--- config.mk ---
export PLATFORM = sky130hd
export DESIGN_NAME = pwm_breath_ctrl
export DESIGN_NICKNAME = d
export VERILOG_FILES = /design/src/rtl/pwm_breath_pkg.sv /design/src/rtl/pwm_timebase.sv /design/src/rtl/pwm_breath_ctrl.sv
export SDC_FILE = /design/constraint.sdc
export NUM_CORES = 1
export LEC_CHECK = 0
export ABC_CLOCK_PERIOD_IN_PS = 5600
export BUFFER_PORTS_ARGS = -buffer_cell sky130_fd_sc_hd__buf_2
export CORE_ASPECT_RATIO = 1.5
export CORE_MARGIN = 10
export CORE_UTILIZATION = 50
export CTS_BUF_LIST = sky130_fd_sc_hd__clkbuf_16
export CTS_CLUSTER_DIAMETER = 30
export DETAILED_ROUTE_END_ITERATION = 10
export GPL_ROUTABILITY_DRIVEN = 0
export PLACE_DENSITY = 0.68
export RECOVER_POWER = 100
export SLEW_MARGIN = 20
export SYNTH_ARGS = -nofsm -noshare
export SYNTH_HDL_FRONTEND = slang
export SYNTH_SLANG_ARGS = --single-unit
--- constraint.sdc ---
create_clock -name clk -period 5.6 [get_ports clk]
set_input_delay 1.12 -clock clk [delete_from_list [all_inputs] [get_ports clk]]
set_output_delay 1.12 -clock clk [all_outputs]
set_load 0.05 [all_outputs]
--- src/rtl/pwm_breath_pkg.sv ---
// -----------------------------------------------------------------------------
// pwm_breath_pkg
//   Shared types and constants for the breathing-LED sequencer.
//   - breath_state_e : ramp FSM states
//   - OP_*           : cmd_op encodings
//   - PWM_CYCLE_DEF  : default clocks per PWM period (10 ms at 50 MHz)
// -----------------------------------------------------------------------------
package pwm_breath_pkg;

    typedef enum logic [2:0] {
        StIdle,
        StRise,
        StHoldHi,
        StFall,
        StHoldLo
    } breath_state_e;

    localparam logic [1:0] OP_STOP     = 2'd0;
    localparam logic [1:0] OP_START    = 2'd1;
    localparam logic [1:0] OP_SET_STEP = 2'd2;
    localparam logic [1:0] OP_SET_HOLD = 2'd3;

    localparam int unsigned PWM_CYCLE_DEF = 500_000;

endpackage

--- src/rtl/pwm_timebase.sv ---
// -----------------------------------------------------------------------------
// pwm_timebase
//   Free-running PWM period counter. Counts 0..PWM_CYCLE-1 and wraps.
//   Ports:
//     clk         : system clock
//     rst_n       : asynchronous active-low reset
//     cnt         : current position inside the PWM period
//     period_tick : high on the last clock of every period
// -----------------------------------------------------------------------------
module pwm_timebase
    import pwm_breath_pkg::*;
#(
    parameter int unsigned PWM_CYCLE = PWM_CYCLE_DEF,
    parameter int unsigned CNT_W     = 19
) (
    input  logic             clk,
    input  logic             rst_n,
    output logic [CNT_W-1:0] cnt,
    output logic             period_tick
);

    localparam logic [CNT_W-1:0] CNT_LAST = CNT_W'(PWM_CYCLE - 1);

    logic [CNT_W-1:0] cnt_q;
    logic [CNT_W-1:0] cnt_d;
    logic             last;

    assign last = (cnt_q == CNT_LAST);

    always_comb begin
        cnt_d = cnt_q + CNT_W'(1);
        if (last) begin
            cnt_d = '0;
        end
    end

    always_ff @(posedge clk or negedge rst_n) begin
        if (!rst_n) begin
            cnt_q <= '0;
        end else begin
            cnt_q <= cnt_d;
        end
    end

    assign cnt         = cnt_q;
    assign period_tick = last;

endmodule

--- src/rtl/pwm_breath_ctrl.sv ---
// -----------------------------------------------------------------------------
// pwm_breath_ctrl
//   Breathing-LED sequencer: PWM timebase, duty ramp FSM
//   (rise / hold high / fall / hold low) and a one-entry command slot.
//   Every duty, state and configuration change happens on a period boundary.
//   Ports:
//     clk, rst_n  : clock, asynchronous active-low reset
//     cmd_valid   : command present
//     cmd_ready   : command slot free
//     cmd_op      : 0=STOP 1=START 2=SET_STEP 3=SET_HOLD
//     cmd_data    : operand (step uses all bits, hold uses the low HOLD_W bits)
//     led         : LED drive, active-low
//     busy        : FSM not idle
//     duty        : duty currently applied, in clocks
//     period_tick : pulse on the last clock of each PWM period
// -----------------------------------------------------------------------------
module pwm_breath_ctrl
    import pwm_breath_pkg::*;
#(
    parameter int unsigned PWM_CYCLE = PWM_CYCLE_DEF,
    parameter int unsigned CNT_W     = 19,
    parameter int unsigned STEP_DEF  = 25_000,
    parameter int unsigned HOLD_DEF  = 10,
    parameter int unsigned HOLD_W    = 8
) (
    input  logic             clk,
    input  logic             rst_n,
    input  logic             cmd_valid,
    output logic             cmd_ready,
    input  logic [1:0]       cmd_op,
    input  logic [CNT_W-1:0] cmd_data,
    output logic             led,
    output logic             busy,
    output logic [CNT_W-1:0] duty,
    output logic             period_tick
);

    localparam logic [CNT_W-1:0]  DUTY_MAX   = CNT_W'(PWM_CYCLE);
    localparam logic [CNT_W:0]    DUTY_MAX_W = (CNT_W + 1)'(PWM_CYCLE);
    localparam logic [CNT_W-1:0]  STEP_RST   = CNT_W'(STEP_DEF);
    localparam logic [HOLD_W-1:0] HOLD_RST   = HOLD_W'(HOLD_DEF);

    // -------------------------------------------------------------------------
    // Timebase
    // -------------------------------------------------------------------------
    logic [CNT_W-1:0] cnt;
    logic             tick;

    pwm_timebase #(
        .PWM_CYCLE (PWM_CYCLE),
        .CNT_W     (CNT_W)
    ) u_timebase (
        .clk         (clk),
        .rst_n       (rst_n),
        .cnt         (cnt),
        .period_tick (tick)
    );

    // -------------------------------------------------------------------------
    // One-entry command slot. Ready only while empty, so a held cmd_valid
    // waits instead of overwriting. The slot drains on every boundary; a
    // command captured on the boundary clock itself waits a full period.
    // -------------------------------------------------------------------------
    logic             pend_valid_q;
    logic [1:0]       pend_op_q;
    logic [CNT_W-1:0] pend_data_q;
    logic             cmd_accept;

    assign cmd_ready  = ~pend_valid_q;
    assign cmd_accept = cmd_valid & cmd_ready;

    always_ff @(posedge clk or negedge rst_n) begin
        if (!rst_n) begin
            pend_valid_q <= 1'b0;
            pend_op_q    <= OP_STOP;
            pend_data_q  <= '0;
        end else if (cmd_accept) begin
            pend_valid_q <= 1'b1;
            pend_op_q    <= cmd_op;
            pend_data_q  <= cmd_data;
        end else if (tick) begin
            pend_valid_q <= 1'b0;
        end
    end

    // Hold operand zero-extended so any HOLD_W vs CNT_W ratio works.
    logic [CNT_W+HOLD_W-1:0] data_ext;
    logic                    unused_data_ext;

    assign data_ext        = {{HOLD_W{1'b0}}, pend_data_q};
    assign unused_data_ext = ^data_ext[CNT_W+HOLD_W-1:HOLD_W];

    // -------------------------------------------------------------------------
    // Ramp FSM: state register
    // -------------------------------------------------------------------------
    breath_state_e     state_q, state_d;
    logic [CNT_W-1:0]  duty_q, duty_d;
    logic [CNT_W-1:0]  step_q, step_d;
    logic [HOLD_W-1:0] hold_q, hold_d;
    logic [HOLD_W-1:0] hold_cnt_q, hold_cnt_d;

    always_ff @(posedge clk or negedge rst_n) begin
        if (!rst_n) begin
            state_q    <= StIdle;
            duty_q     <= '0;
            step_q     <= STEP_RST;
            hold_q     <= HOLD_RST;
            hold_cnt_q <= '0;
        end else begin
            state_q    <= state_d;
            duty_q     <= duty_d;
            step_q     <= step_d;
            hold_q     <= hold_d;
            hold_cnt_q <= hold_cnt_d;
        end
    end

    // -------------------------------------------------------------------------
    // Ramp FSM: next state. On a boundary the pending command is applied
    // first. STOP/START are transitions in their own right; SET_STEP and
    // SET_HOLD only update configuration, and the state's ramp rule then runs
    // with the new value in the same boundary.
    // -------------------------------------------------------------------------
    logic             ramp_en;
    logic [CNT_W:0]   ramp_sum;

    always_comb begin
        state_d    = state_q;
        duty_d     = duty_q;
        step_d     = step_q;
        hold_d     = hold_q;
        hold_cnt_d = hold_cnt_q;
        ramp_en    = 1'b0;
        ramp_sum   = '0;

        if (tick) begin
            ramp_en = 1'b1;
            if (pend_valid_q) begin
                unique case (pend_op_q)
                    OP_STOP: begin
                        state_d = StIdle;
                        duty_d  = '0;
                        ramp_en = 1'b0;
                    end
                    OP_START: begin
                        // From idle the ramp starts at 0; otherwise it
                        // restarts rising from wherever the duty is now.
                        state_d = StRise;
                        if (state_q == StIdle) begin
                            duty_d = '0;
                        end
                        ramp_en = 1'b0;
                    end
                    OP_SET_STEP: begin
                        step_d = (pend_data_q == '0) ? CNT_W'(1) : pend_data_q;
                    end
                    OP_SET_HOLD: begin
                        hold_d = data_ext[HOLD_W-1:0];
                    end
                    default: ;
                endcase
            end

            // One extra bit so a large step saturates instead of wrapping.
            ramp_sum = {1'b0, duty_q} + {1'b0, step_d};

            if (ramp_en) begin
                unique case (state_q)
                    StIdle: begin
                        duty_d = '0;
                    end
                    StRise: begin
                        if (ramp_sum >= DUTY_MAX_W) begin
                            duty_d     = DUTY_MAX;
                            hold_cnt_d = '0;
                            state_d    = StHoldHi;
                        end else begin
                            duty_d = ramp_sum[CNT_W-1:0];
                        end
                    end
                    StHoldHi: begin
                        // Compare before incrementing: hold=0 is one period.
                        if (hold_cnt_q == hold_d) begin
                            state_d = StFall;
                        end else begin
                            hold_cnt_d = hold_cnt_q + HOLD_W'(1);
                        end
                    end
                    StFall: begin
                        if (duty_q <= step_d) begin
                            duty_d     = '0;
                            hold_cnt_d = '0;
                            state_d    = StHoldLo;
                        end else begin
                            duty_d = duty_q - step_d;
                        end
                    end
                    StHoldLo: begin
                        if (hold_cnt_q == hold_d) begin
                            state_d = StRise;
                        end else begin
                            hold_cnt_d = hold_cnt_q + HOLD_W'(1);
                        end
                    end
                    default: begin
                        state_d = StIdle;
                        duty_d  = '0;
                    end
                endcase
            end
        end
    end

    // -------------------------------------------------------------------------
    // Ramp FSM: outputs (registered)
    // -------------------------------------------------------------------------
    logic led_d, led_q;
    logic busy_d, busy_q;

    always_comb begin
        busy_d = (state_d != StIdle);
        led_d  = ~(cnt < duty_q);
    end

    always_ff @(posedge clk or negedge rst_n) begin
        if (!rst_n) begin
            led_q  <= 1'b1;
            busy_q <= 1'b0;
        end else begin
            led_q  <= led_d;
            busy_q <= busy_d;
        end
    end

    assign led         = led_q;
    assign busy        = busy_q;
    assign duty        = duty_q;
    assign period_tick = tick;

endmodule
Word-level counts from Yosys, hierarchy flattened
Cells that the tools add are included.

Bits in registers: 100. Input bits: 24. Output and inout port bits: 23. Word-level logic and storage cells: 75.

$add $sub $neg: 4. $lt $le $gt $ge: 3. Eq/ne operators: 12. Muxes and demuxes: 33. Bitwise gates (word level): 3. Reductions and logical operators: 9.

Operators by type and width (count): 19-bit two-way mux (10); 19-bit case mux with 3 select lines (1); 8-bit two-way mux (6); 19-bit case mux with 2 select lines (1); 8-bit case mux with 3 select lines (1); 3-bit two-way mux (7); 19-bit by 19-bit adder with 20-bit output (1); 20-bit by 19-bit greater-or-equal comparator with 1-bit output (second input constant) (1); 19-bit by 1-bit adder with 19-bit output (second input constant) (1); 19-bit == test (second input constant) (1); 19-bit <= comparator (1); 19-bit zero test (1); 19-bit < comparator (1); 19-bit subtractor (1); 3-bit case mux with 5 select lines (1); 8-bit by 1-bit adder with 8-bit output (second input constant) (1); 8-bit == test (1); 3-bit by 2-bit == test with 1-bit output (second input constant) (2); 2-bit inequality test (second input constant) (3); 3-bit case mux with 2 select lines (1); 6-bit AND reduction (1); 3-bit nonzero test (2); 1-bit two-way mux (5); 2-bit == test (second input constant) (2); 9 further kinds (11).

Logic depth before layout (Yosys ltp)
Gate-level depths: netlist of the first run.

Depth in word-level cells: 12. Depth in mapped cells: 19. Mapped depth without buffers: 18.

By module
Synthesis of the first run repeated with hierarchy kept, for this count alone.

Cell total of the unflattened synthesis: 846. Area, all modules: 7577.3 µm².

Modules (own cells, without submodules): pwm_breath_ctrl (instances 1, cells an instance 761, area each 6660.1 µm², sequential area each 2038.2 µm²); pwm_timebase (instances 1, cells an instance 85, area each 917.1 µm², sequential area each 475.5 µm²).

Worst setup path after synthesis of the first run
OpenSTA, ideal clock, no wires.

Path type: reg-to-reg. Start point: register pend_data_q[8]. End point: register hold_cnt_q[3]. Library setup time: 92 ps. Arrival time: 4395 ps. Required time: 5508 ps. Path slack: 1113 ps. Stages on the path, launching flop included: 19. Path buffers: 1. Period minus slack after synthesis: 4487 ps. Cell sequence: dfrtp_1 or4_1 nor4_1 nor2_1 o21ai_0 ha_1 inv_1 fa_1 nor2b_4 o31ai_4 a211oi_4 o41ai_4 xnor2_1 and3_1 nor4_4 o2111ai_4 or2_1 buf_6 o31ai_2.

Longest elaborated chain between the ends: 9. Elaborated cells on any way between the ends: 11. Those cells by class: 1 x add/sub; 2 x order compare; 2 x eq/ne; 4 x mux; 2 x reduce/logical.

RTL lines: start, declared (RTL line pwm_breath_ctrl.sv:66) `logic [CNT_W-1:0] pend_data_q;`; start signal, assigned (RTL line pwm_breath_ctrl.sv:80) `pend_data_q <= cmd_data;`; 19-bit zero test (RTL line pwm_breath_ctrl.sv:155) `step_d = (pend_data_q == '0) ? CNT_W'(1) : pend_data_q;`; 19-bit two-way mux (*) (RTL line pwm_breath_ctrl.sv:155); 19-bit two-way mux (*) (RTL line pwm_breath_ctrl.sv:139) `unique case (pend_op_q)`; 19-bit two-way mux (*) (RTL line pwm_breath_ctrl.sv:138) `if (pend_valid_q) begin`; 19-bit two-way mux (*) (RTL line pwm_breath_ctrl.sv:136) `if (tick) begin`; 19-bit by 19-bit adder with 20-bit output (RTL line pwm_breath_ctrl.sv:165) `ramp_sum = {1'b0, duty_q} + {1'b0, step_d};`; 20-bit by 19-bit greater-or-equal comparator with 1-bit output (RTL line pwm_breath_ctrl.sv:173) `if (ramp_sum >= DUTY_MAX_W) begin`; 2-bit inequality test (no line); 6-bit AND reduction (no line) (*); end signal, assigned (RTL line pwm_breath_ctrl.sv:114) `hold_cnt_q <= hold_cnt_d;`; end, declared (RTL line pwm_breath_ctrl.sv:100) `logic [HOLD_W-1:0] hold_cnt_q, hold_cnt_d;`.

Every way passes the cells marked *; elsewhere a longest branch is shown, timed or not. The select of a mux whose other input is x is not followed. A chain may end at the register's enable or synchronous reset.

Final worst setup path of the first run
Start point: register pend_data_q[8]. End point: register hold_cnt_q[7].

Same word-level chain as after synthesis.

==> summary.txt, run 1 <==
Status
  – Status: finished, violations left
  – Failing checks: capacitance limit, slew limit

STA
  – Worst slew margin: -145%
  – Tmin final: 5.10 ns
  – Final hold violations: 0
  – Setup tns final: 0 ns
  – Worst-Margin Slew: 3.67 ns
  – Slew Limit Fails: 137
  – PnR worst setup slack: 0.499 ns
  – Max Fclk: 196 MHz
  – Unrepaired setup endpoints after global routing: false
  – Final period util: 91.1%
  – Setup violators final: 0
  – Clk_skew: 0.0176 ns

Logic synthesis
  – Distinct cells, synth: 77
  – Synth warn: 0
  – Synthesized area: 7700 sq um
  – Async SR Flop Fraction: 100%
  – Syn Nets: 958
  – Largest family of logic cells by synthesized area: compound AO/OA/AOI/OAI gates
  – Area fraction in and, or, nand and nor cells after synthesis: 17.1%
  – Avg Inst Size Synth: 8.89 sq um
  – Adder-cell share of the synthesized area: 11.2%
  – Complex-gate fraction of the synthesized area: 20.8%
  – Yosys reg bits: 100
  – Top FF cell, synth: dfrtp_1
  – EDFF count, synth: 0
  – Synth Area in XOR/XNOR: 5.58%
  – Post-Syn Instances: 866
  – Multiplexer area fraction after synthesis: 7.23%
  – Register area share after synthesis: 32.7%

Drt
  – DRT Pass-1 Iters: 7
  – DR vias: 6676
  – Via density: 6.04
  – Post-route ant nets: 0
  – DRC errors left: 0
  – Avg WL per Cell: 19.6 um
  – Starting DRT DRC Count: 471
  – Routed WL: 21700 um

Floorplan
  – Row count: 55
  – Placeable Area: 15100 sq um
  – I/O pins: 47
  – Initial Util: 51.1%
  – DIE HEIGHT: 172 um
  – Die width: 121 um
  – Full die area: 20900 sq um

Setup path
  – Crit path kind: register to register
  – Arr. time, crit path: 5.37 ns
  – WP buf/inv: 1
  – Max incr delay on CP: 0.56 ns
  – CP cell instances: or4_1 > nor4_1 > nor2_1 > o21ai_1 > ha_1 > inv_1 > fa_1 > nor2b_4 > o31ai_4 > a211oi_4 > o21ai_0 > xnor2_1 > o221ai_1 > nor4_4 > o2111ai_4 > or2_1 > o31ai_2
  – Critical Path Source Type: register
  – Crit end category: register
  – Slowest CP cell: or4_1
  – Crit-path leading delay family: simple AND/OR/NAND/NOR gates
  – CP max FO: 10
  – Crit path required time: 5.87 ns

Finish
  – FILL cells: 1399
  – Fin util: 55.4%
  – Nets: 993
  – Post-route cell area: 8350 sq um
  – Layout area overhead: 8.45%
  – # diodes: 0
  – Layout cell share with drive strength beyond 1: 11.9%
  – Layout Cells excl Fill: 1105

Placed design
  – Dpl hpwl: 16900 um
  – Placed Area: 8110 sq um
  – Port-buffer cells: 46
  – Placed insts: 1088
  – Pre-CTS setup slack: 0.435 ns

Clock network
  – Max Root-Sink Buffers: 2
  – CTS tree: built
  – CTS Hold Bufs: 0
  – Depth of the CTS H-tree: 3
  – Clk root buf: clkbuf_16
  – Worst-path clk slew: 0.08 ns
  – Clk_lat worst skew: 0.37 ns
  – Inserted Clock Buffers: 9
  – # clock sinks: 100

Pwr
  – Pwr Density: 292 nW/um^2
  – Leak pwr: 3.86 nW
  – Peak supply drop: 0.246 mV

GRT
  – Pin count of the biggest net entering global routing: 68
  – Total track usage: 21.3%
  – First-pass GRT wire length: 35500 um
  – Overflow after GRT: 0
  – Initial antenna violation count: 0
  – Number of global-route vias before repair: 6744

Worst hold path
  – Hold crit path type: register to register

Run
  – Max-cap violations: 3
-- cells in the mapped netlist, types with 6 or more instances --
cell type	number	area share (%)
a21o_1	13	1.3
a21oi_1	48	3.1
a22oi_1	9	0.88
a31oi_1	8	0.65
and3_1	8	0.65
buf_2	6	0.39
clkbuf_1	23	1.1
dfrtp_1	91	30
dfstp_2	9	3.1
ha_1	66	11
inv_1	70	3.4
mux2_2	29	4.2
mux2i_1	23	3.0
nand2_1	70	3.4
nand2b_1	16	1.3
nand3_1	22	1.4
nand4_1	7	0.57
nor2_1	75	3.7
nor2b_1	8	0.65
nor3_1	15	0.98
nor4_1	10	0.81
o211ai_1	13	1.3
o21ai_0	57	3.7
or4_1	6	0.59
xnor2_1	38	4.3
xor2_1	11	1.3
-- where the power goes --
| group | switching, mW | internal, mW | total, mW |
|---|---|---|---|
| sequential | 0.0661 | 0.781 | 0.847 |
| combinational | 0.578 | 0.382 | 0.961 |
| clock | 0.319 | 0.314 | 0.632 |
| total | 0.963 | 1.48 | 2.44 |
-- sequential cells by signal, summed over array words and instances, names as in the netlist --
name            count
busy                1
duty               19
pend_op_q           2
step_q             19
pend_valid_q        1
pend_data_q        19
led                 1
state_q             3
u_timebase.cnt     19
hold_q              8
hold_cnt_q          8
-- tightest hold or removal path, stage by stage, from the launching register on --
cell and delay, ns:
dfstp_2 0.37, nand2_1 0.04, o21ai_0 0.06
-- path summary, 6_finish.rpt --
kind	start	end	slack, ns	depth (start not counted)
max in group asynchronous	rst_n	hold_cnt_q[3]	1.26	2
max reg2reg	pend_data_q[8]	hold_cnt_q[7]	0.50	17
max	pend_data_q[8]	hold_cnt_q[7]	0.50	17
min reg2reg	step_q[5]	step_q[5]	0.48	2
min in group asynchronous	rst_n	pend_data_q[8]	2.01	1
min	step_q[5]	step_q[5]	0.48	2
-- final cells by class --
class / instances / area [sq um] / share of cell area, %
Sequential cell: 100 / 2510 / 30.1
Timing Repair Buffer: 58 / 280 / 3.36
Inverter: 70 / 263 / 3.15
Clock buffer: 9 / 225 / 2.70
Multi-Input combinational cell: 662 / 4750 / 56.9
Tap cell: 199 / 249 / 2.98
Clock inverter: 7 / 67.6 / 0.809
-- cells by family (layout without fill, tap and decap cells) --
| kind of cell | Yosys count | count (layout) |
|---|---|---|
| buffers and inverters | 104 | 144 |
| xor gates and xnor gates | 49 | 49 |
| muxes | 52 | 52 |
| adders and majority gates | 68 | 68 |
| and+or+nand+nor | 264 | 264 |
| AOI/OAI and AO/OA | 229 | 229 |
| DFF | 100 | 100 |
-- cell usage in the layout (no fill, tap or decap), types with 4 or more instances in the layout --
| cell | count |
|---|---|
| nand4_1 | 7 |
| o211ai_1 | 13 |
| nand2_1 | 70 |
| a21o_1 | 13 |
| or3_1 | 5 |
| a221o_1 | 4 |
| nor2_1 | 75 |
| buf_2 | 22 |
| a21oi_1 | 48 |
| ha_1 | 66 |
| xnor2_1 | 38 |
| or4_1 | 6 |
| a221oi_1 | 5 |
| nor2b_1 | 8 |
| o311ai_0 | 4 |
| and3_1 | 8 |
| mux2_2 | 29 |
| a211o_1 | 5 |
| nor3_1 | 15 |
| dfrtp_1 | 91 |
| xor2_1 | 11 |
| dfstp_2 | 9 |
| buf_4 | 8 |
| mux2i_1 | 23 |
| nand3_1 | 22 |
| o21bai_1 | 4 |
| clkbuf_1 | 26 |
| nand2b_1 | 16 |
| a22oi_1 | 9 |
| o21ai_0 | 59 |
| o221ai_1 | 5 |
| inv_1 | 70 |
| or2_2 | 4 |
| a31oi_1 | 8 |
| nor4_1 | 11 |
| o22ai_1 | 4 |
| clkbuf_16 | 9 |
-- metrics by stage --
stage               total power, mW  hold slack, ns
floorplan                      1.53           0.439
global placement               1.80           0.452
detailed placement             1.81           0.461
CTS                            2.44           0.482
global route                   2.57           0.508
finish                         2.44           0.482
-- timing repair --
item | in CTS | in global routing
setup buffers | 0 | 1
gates resized for setup | 0 | 1
endpoints found under the setup margin | 0 | 4
-- metal layers --
| metal | up-vias | share of wire [%] | track usage, % |
|---|---|---|---|
| met2 | 239 | 49 | 36.7 |
| met1 | 3194 | 40 | 24.9 |
| li1 | 3173 | - | - |
| met4 | 0 | 5.3 | 10.8 |
| met5 | - | 0 | 0 |
| met3 | 70 | 5.3 | 3.59 |
Note: power is estimated with default switching activity, not from simulation.
==> run 2, diff against run 1 <==
ABC_CLOCK_PERIOD_IN_PS = 5830   (was 5600)
clock period = 5.83 ns   (was 5.6 ns; I/O delays follow)
==> run 2 against run 1 <==
  * The flow still finishes with violations (capacitance limit, slew limit)
  * First-iteration DRC count shrank 2.5%
  * Combinational power shrank 4.1%
  * Sequential power shrank 3.8%
  * Global-route usage shrank 0.59 points
  * Non-clock buffer count shrank 1
  * Flip-flop and latch count is the same
  * Maximum frequency shrank 3.5%
  * Via count shrank 0.58%
  * Clock-buffer cell count is the same
  * Utilization shrank 0.20 points
  * Largest power group unchanged
==> summary.txt, run 2 (same netlist as run 1, synthesis figures left out) <==
STA
  – Max Fclk: 189 MHz
  – Min Hold Slack: 0.475 ns
  – Setup violators final: 0
  – Final hold violations: 0
  – Tmin final: 5.29 ns
  – Worst slew margin: -24.8%
  – Clk_skew: 0.0153 ns
  – Unrepaired setup endpoints after global routing: false
  – Final period util: 90.7%
  – Slew Limit Fails: 172
  – Worst-Margin Slew: 1.87 ns
  – Setup tns final: 0 ns

Floorplan
  – Initial Util: 51.1%
  – I/O pins: 47
  – Die width: 121 um
  – Placeable Area: 15100 sq um
  – Row count: 55
  – Full die area: 20900 sq um
  – DIE HEIGHT: 172 um

Pwr
  – Pwr Density: 281 nW/um^2
  – Leak pwr: 3.84 nW
  – Peak supply drop: 0.221 mV
  – Overall power: 2.34 mW

Finish
  – Fin util: 55.2%
  – Nets: 992
  – Commonest non-fill, non-tap cell in the layout: dfrtp_1
  – Multi-input gate area: 4730 sq um
  – Layout area overhead: 8.06%
  – Layout cell share with drive strength beyond 1: 11.3%
  – Most frequent cells in the layout: dfrtp_1, nor2_1, inv_1, nand2_1, ha_1
  – # diodes: 0
  – Reg area: 2510 sq um
  – FILL cells: 1401

Clock network
  – # clock sinks: 100
  – Number of gates resized after cts: 0
  – Post-CTS Setup Bufs: 0
  – Worst-path clk slew: 0.07 ns
  – Depth of the CTS H-tree: 3
  – Inserted Clock Buffers: 9
  – Clk root buf: clkbuf_16
  – Clk_lat worst skew: 0.36 ns
  – CTS tree: built
  – Max Root-Sink Buffers: 2
  – CTS Hold Bufs: 0

Status
  – Status: finished, violations left
  – Failing checks: capacitance limit, slew limit

Setup path
  – Critical Path Source Type: register
  – Crit-path leading delay family: simple AND/OR/NAND/NOR gates
  – Max incr delay on CP: 0.55 ns
  – Arr. time, crit path: 5.52 ns
  – WP buf/inv: 2
  – CP max FO: 7
  – Slowest CP cell: or4_1
  – Crit end category: register
  – CP cell instances: or4_1 > nor4_1 > nor2_1 > o21ai_0 > ha_1 > inv_1 > fa_1 > nor2b_4 > o31ai_4 > a211oi_4 > o21ai_0 > xnor2_1 > o221ai_1 > nor4_4 > nor2_1 > clkbuf_1 > a222oi_1 > nor2_1
  – Worst path most repeated cell: nor2_1
  – Crit path required time: 6.06 ns
  – Crit path kind: register to register

Drt
  – Routed WL: 21400 um
  – DR vias: 6637
  – Avg WL per Cell: 19.3 um
  – Via density: 6.01
  – DRT Pass-1 Iters: 6
  – Starting DRT DRC Count: 459
  – DRC errors left: 0
  – Post-route ant nets: 0

GRT
  – Overflow after GRT: 0
  – Total track usage: 20.8%
  – First-pass GRT wire length: 34500 um
  – Number of global-route vias before repair: 6420
  – Initial antenna violation count: 0
  – Pin count of the biggest net entering global routing: 71

Worst hold path
  – Hold crit path type: register to register

Placed design
  – Port-buffer cells: 46
  – Dpl hpwl: 16500 um

Run
  – Max-cap violations: 4
## run 2: layout make-up
cell class / count / share of cell area [%]
well taps: 199 / 2.99
clock inverters: 7 / 0.812
repair buffers: 57 / 3.23
multi-input cells: 662 / 56.9
flip-flops and latches: 100 / 30.2
clock buffers: 9 / 2.71
inverters: 70 / 3.16
## run 2: layer usage
metal / GRT usage [%] / vias up / wire length, um
li1: - / 3160 / -
met1: 24.7 / 3199 / 8720
met2: 35.6 / 225 / 10700
met3: 2.81 / 53 / 934
met4: 10.4 / 0 / 1030
met5: 0 / - / 0
## run 2: path summary, 6_finish.rpt
check / from / endpoint / slack, ns / cells past startpoint
setup reg to reg: pend_data_q[8] / duty[11] / 0.54 / 18
min in group asynchronous: rst_n / duty[8] / 1.25 / 1
max in group asynchronous: rst_n / hold_cnt_q[7] / 2.02 / 2
hold reg to reg: step_q[0] / step_q[0] / 0.48 / 2
setup / recovery: pend_data_q[8] / duty[11] / 0.54 / 18
hold / removal: step_q[0] / step_q[0] / 0.48 / 2
## run 2: report_power, final
part,leakage [nW],internal [mW],total [mW],switching [mW]
clock,0.140,0.300,0.599,0.299
sequential,1.30,0.750,0.815,0.0649
combinational,2.40,0.367,0.922,0.556
total,3.84,1.42,2.34,0.920
## run 2: metrics by stage
step / area [sq um] / setup slack, ns / cells
3_5_place_dp: 8110 / 0.618 / 1088
2_1_floorplan: 7700 / 1.34 / 866
4_1_cts: 8410 / 0.615 / 1104
5_1_grt: 8320 / 0.146 / 1104
6_report: 8320 / 0.543 / 1104
3_3_place_gp: 8110 / 0.792 / 1088
## run 2: worst min-delay path, delay by kind of cell (launching register included)
family        cells  cell delay [ns]
flops             1             0.34
simple gates      2             0.10
==> run 3, diff against run 2 <==
CORE_ASPECT_RATIO = 1.4   (was 1.5)
CORE_UTILIZATION = 23   (was 50)
PLACE_DENSITY = default   (was 0.68)
==> run 3 against run 2 <==
  * The flow still finishes with violations (capacitance limit, slew limit)
  * Clock skew grew 0.0047 ns
  * Global-route usage is 9.4 points lower
  * Non-clock buffer count up 4
  * Flip-flop and latch count is the same
  * Sequential power is essentially flat
  * Wire length increased by 13%
  * Utilization shrank 29 points
  * First-iteration DRC count is 3.5% lower
  * Critical endpoint is now hold_cnt_q[3]
==> summary.txt, run 3 (same netlist as run 1, synthesis figures left out) <==
Status
  – Status: finished, violations left
  – Failing checks: capacitance limit, slew limit

Setup path
  – Arr. time, crit path: 5.63 ns
  – Max incr delay on CP: 0.47 ns
  – FF-to-FF Start: pend_data_q[11]
  – Setup crit start: pend_data_q[11]
  – Slowest CP cell: fa_1
  – CP max FO: 10
  – Crit path required time: 6.07 ns
  – FF-to-FF path depth: 18
  – Crit path kind: register to register
  – Critical Path Source Type: register
  – Crit end category: register
  – CP cell instances: nor4_1 > nand3_1 > nor4_1 > nor2_1 > o21ai_0 > ha_1 > inv_1 > fa_1 > nor2b_4 > o31ai_4 > a211oi_4 > o21ai_0 > xnor2_1 > o221ai_1 > nor4_4 > o2111ai_4 > or2_0 > o31ai_1

Finish
  – Fin util: 26.2%
  – # diodes: 0
  – Layout area overhead: 12.5%
  – Commonest non-fill, non-tap cell in the layout: dfrtp_1
  – Reg area: 2510 sq um
  – Layout cell share with drive strength beyond 1: 12.0%
  – Nets: 996
  – FILL cells: 3585
  – Most frequent cells in the layout: dfrtp_1, nor2_1, inv_1, nand2_1, ha_1
  – Multi-input gate area: 4740 sq um

Clock network
  – CTS Hold Bufs: 0
  – Max Root-Sink Buffers: 2
  – # clock sinks: 100
  – Worst-path clk slew: 0.07 ns
  – Inserted Clock Buffers: 9
  – Depth of the CTS H-tree: 3
  – Number of gates resized after cts: 0
  – Clk_lat worst skew: 0.36 ns
  – Clk root buf: clkbuf_16
  – CTS tree: built
  – Post-CTS Setup Bufs: 0

Floorplan
  – Placeable Area: 33100 sq um
  – Die width: 175 um
  – Initial Util: 23.2%
  – I/O pins: 47
  – DIE HEIGHT: 236 um
  – Full die area: 41300 sq um
  – Row count: 79

Pwr
  – Seq pwr share: 34.4%
  – Int Pwr: 1.42 mW
  – Leak pwr: 3.86 nW
  – Clock Power Share: 25.2%
  – Psw: 0.937 mW
  – Overall power: 2.36 mW
  – Pwr Density: 272 nW/um^2
  – Switching Share: 39.7%
  – Logic pwr share: 40.4%
  – Peak supply drop: 0.156 mV

Drt
  – DR vias: 6707
  – DRC errors left: 0
  – Via density: 4.95
  – Avg WL per Cell: 17.8 um
  – Routed WL: 24100 um
  – Post-route ant nets: 0
  – Starting DRT DRC Count: 443
  – DRT Pass-1 Iters: 5

STA
  – Tmin final: 5.39 ns
  – Clk_skew: 0.0200 ns
  – PnR worst setup slack: 0.438 ns
  – Worst slew margin: -79.5%
  – Worst-Margin Slew: 2.69 ns
  – Min Hold Slack: 0.473 ns
  – Setup violators final: 0
  – Slew Limit Fails: 118
  – Setup tns final: 0 ns
  – Final period util: 92.5%
  – Final hold violations: 0
  – Unrepaired setup endpoints after global routing: false
  – Max Fclk: 185 MHz

Run
  – Max-cap violations: 3

GRT
  – Total track usage: 11.4%
  – Initial antenna violation count: 0
  – Pin count of the biggest net entering global routing: 54
  – First-pass GRT wire length: 37600 um
  – Overflow after GRT: 0
  – Number of global-route vias before repair: 6748

Placed design
  – Dpl hpwl: 18800 um
  – Pre-CTS setup slack: 0.542 ns
  – Port-buffer cells: 46

Worst hold path
  – Worst hold path depth: 2
  – Hold crit path type: register to register
  – HP Start: step_q[0]
[run 3: worst max-delay path, delay by kind of cell (launching register included)]
kind	cells	cell delay (ns)
AND/OR/NAND/NOR	7	1.94
AO/OA/AOI/OAI	7	1.92
adder cells (fa/ha/maj)	2	0.76
flip-flops	1	0.40
XOR/XNOR	1	0.19
buffers and inverters	1	0.07
[run 3: metrics by stage]
stage,instance area [sq um],cells
after CTS,8730,1354
after detailed placement,8450,1338
final,8660,1354
after global placement,8450,1338
after floorplan,7700,866
after global routing,8660,1354
[run 3: layout make-up]
class	count	area share (%)
clock buffer	9	2.60
sequential	100	29.0
multi-input combinational	662	54.8
inverter	70	3.03
timing repair buffer	61	3.50
clock inverter	7	0.664
tap	445	6.43
[run 3: routing by layer]
metal | GRT usage, % | routed length [um] | vias to the layer above
li1 | - | - | 3173
met1 | 13.2 | 10000 | 3280
met2 | 19.4 | 11900 | 194
met3 | 1.56 | 815 | 60
met4 | 7.05 | 1310 | 0
met5 | 0 | 0 | -
[run 3: final timing paths]
check                                endpoint  slack (ns)
max                             hold_cnt_q[3]        0.44
min                                 step_q[0]        0.47
max reg2reg                     hold_cnt_q[3]        0.44
min reg2reg                         step_q[0]        0.47
max in group asynchronous     pend_data_q[14]        1.63
min in group asynchronous  u_timebase.cnt[15]        1.65
[run 3: power groups by stage]
stage | Combinational (mW) | Sequential (mW) | Clock [mW]
2_1_floorplan | 0.664 | 0.802 | 0
3_3_place_gp | 0.933 | 0.820 | 0
3_5_place_dp | 0.937 | 0.827 | 0
4_1_cts | 0.945 | 0.812 | 0.607
5_1_grt | 1.03 | 0.823 | 0.634
6_report | 0.952 | 0.812 | 0.594
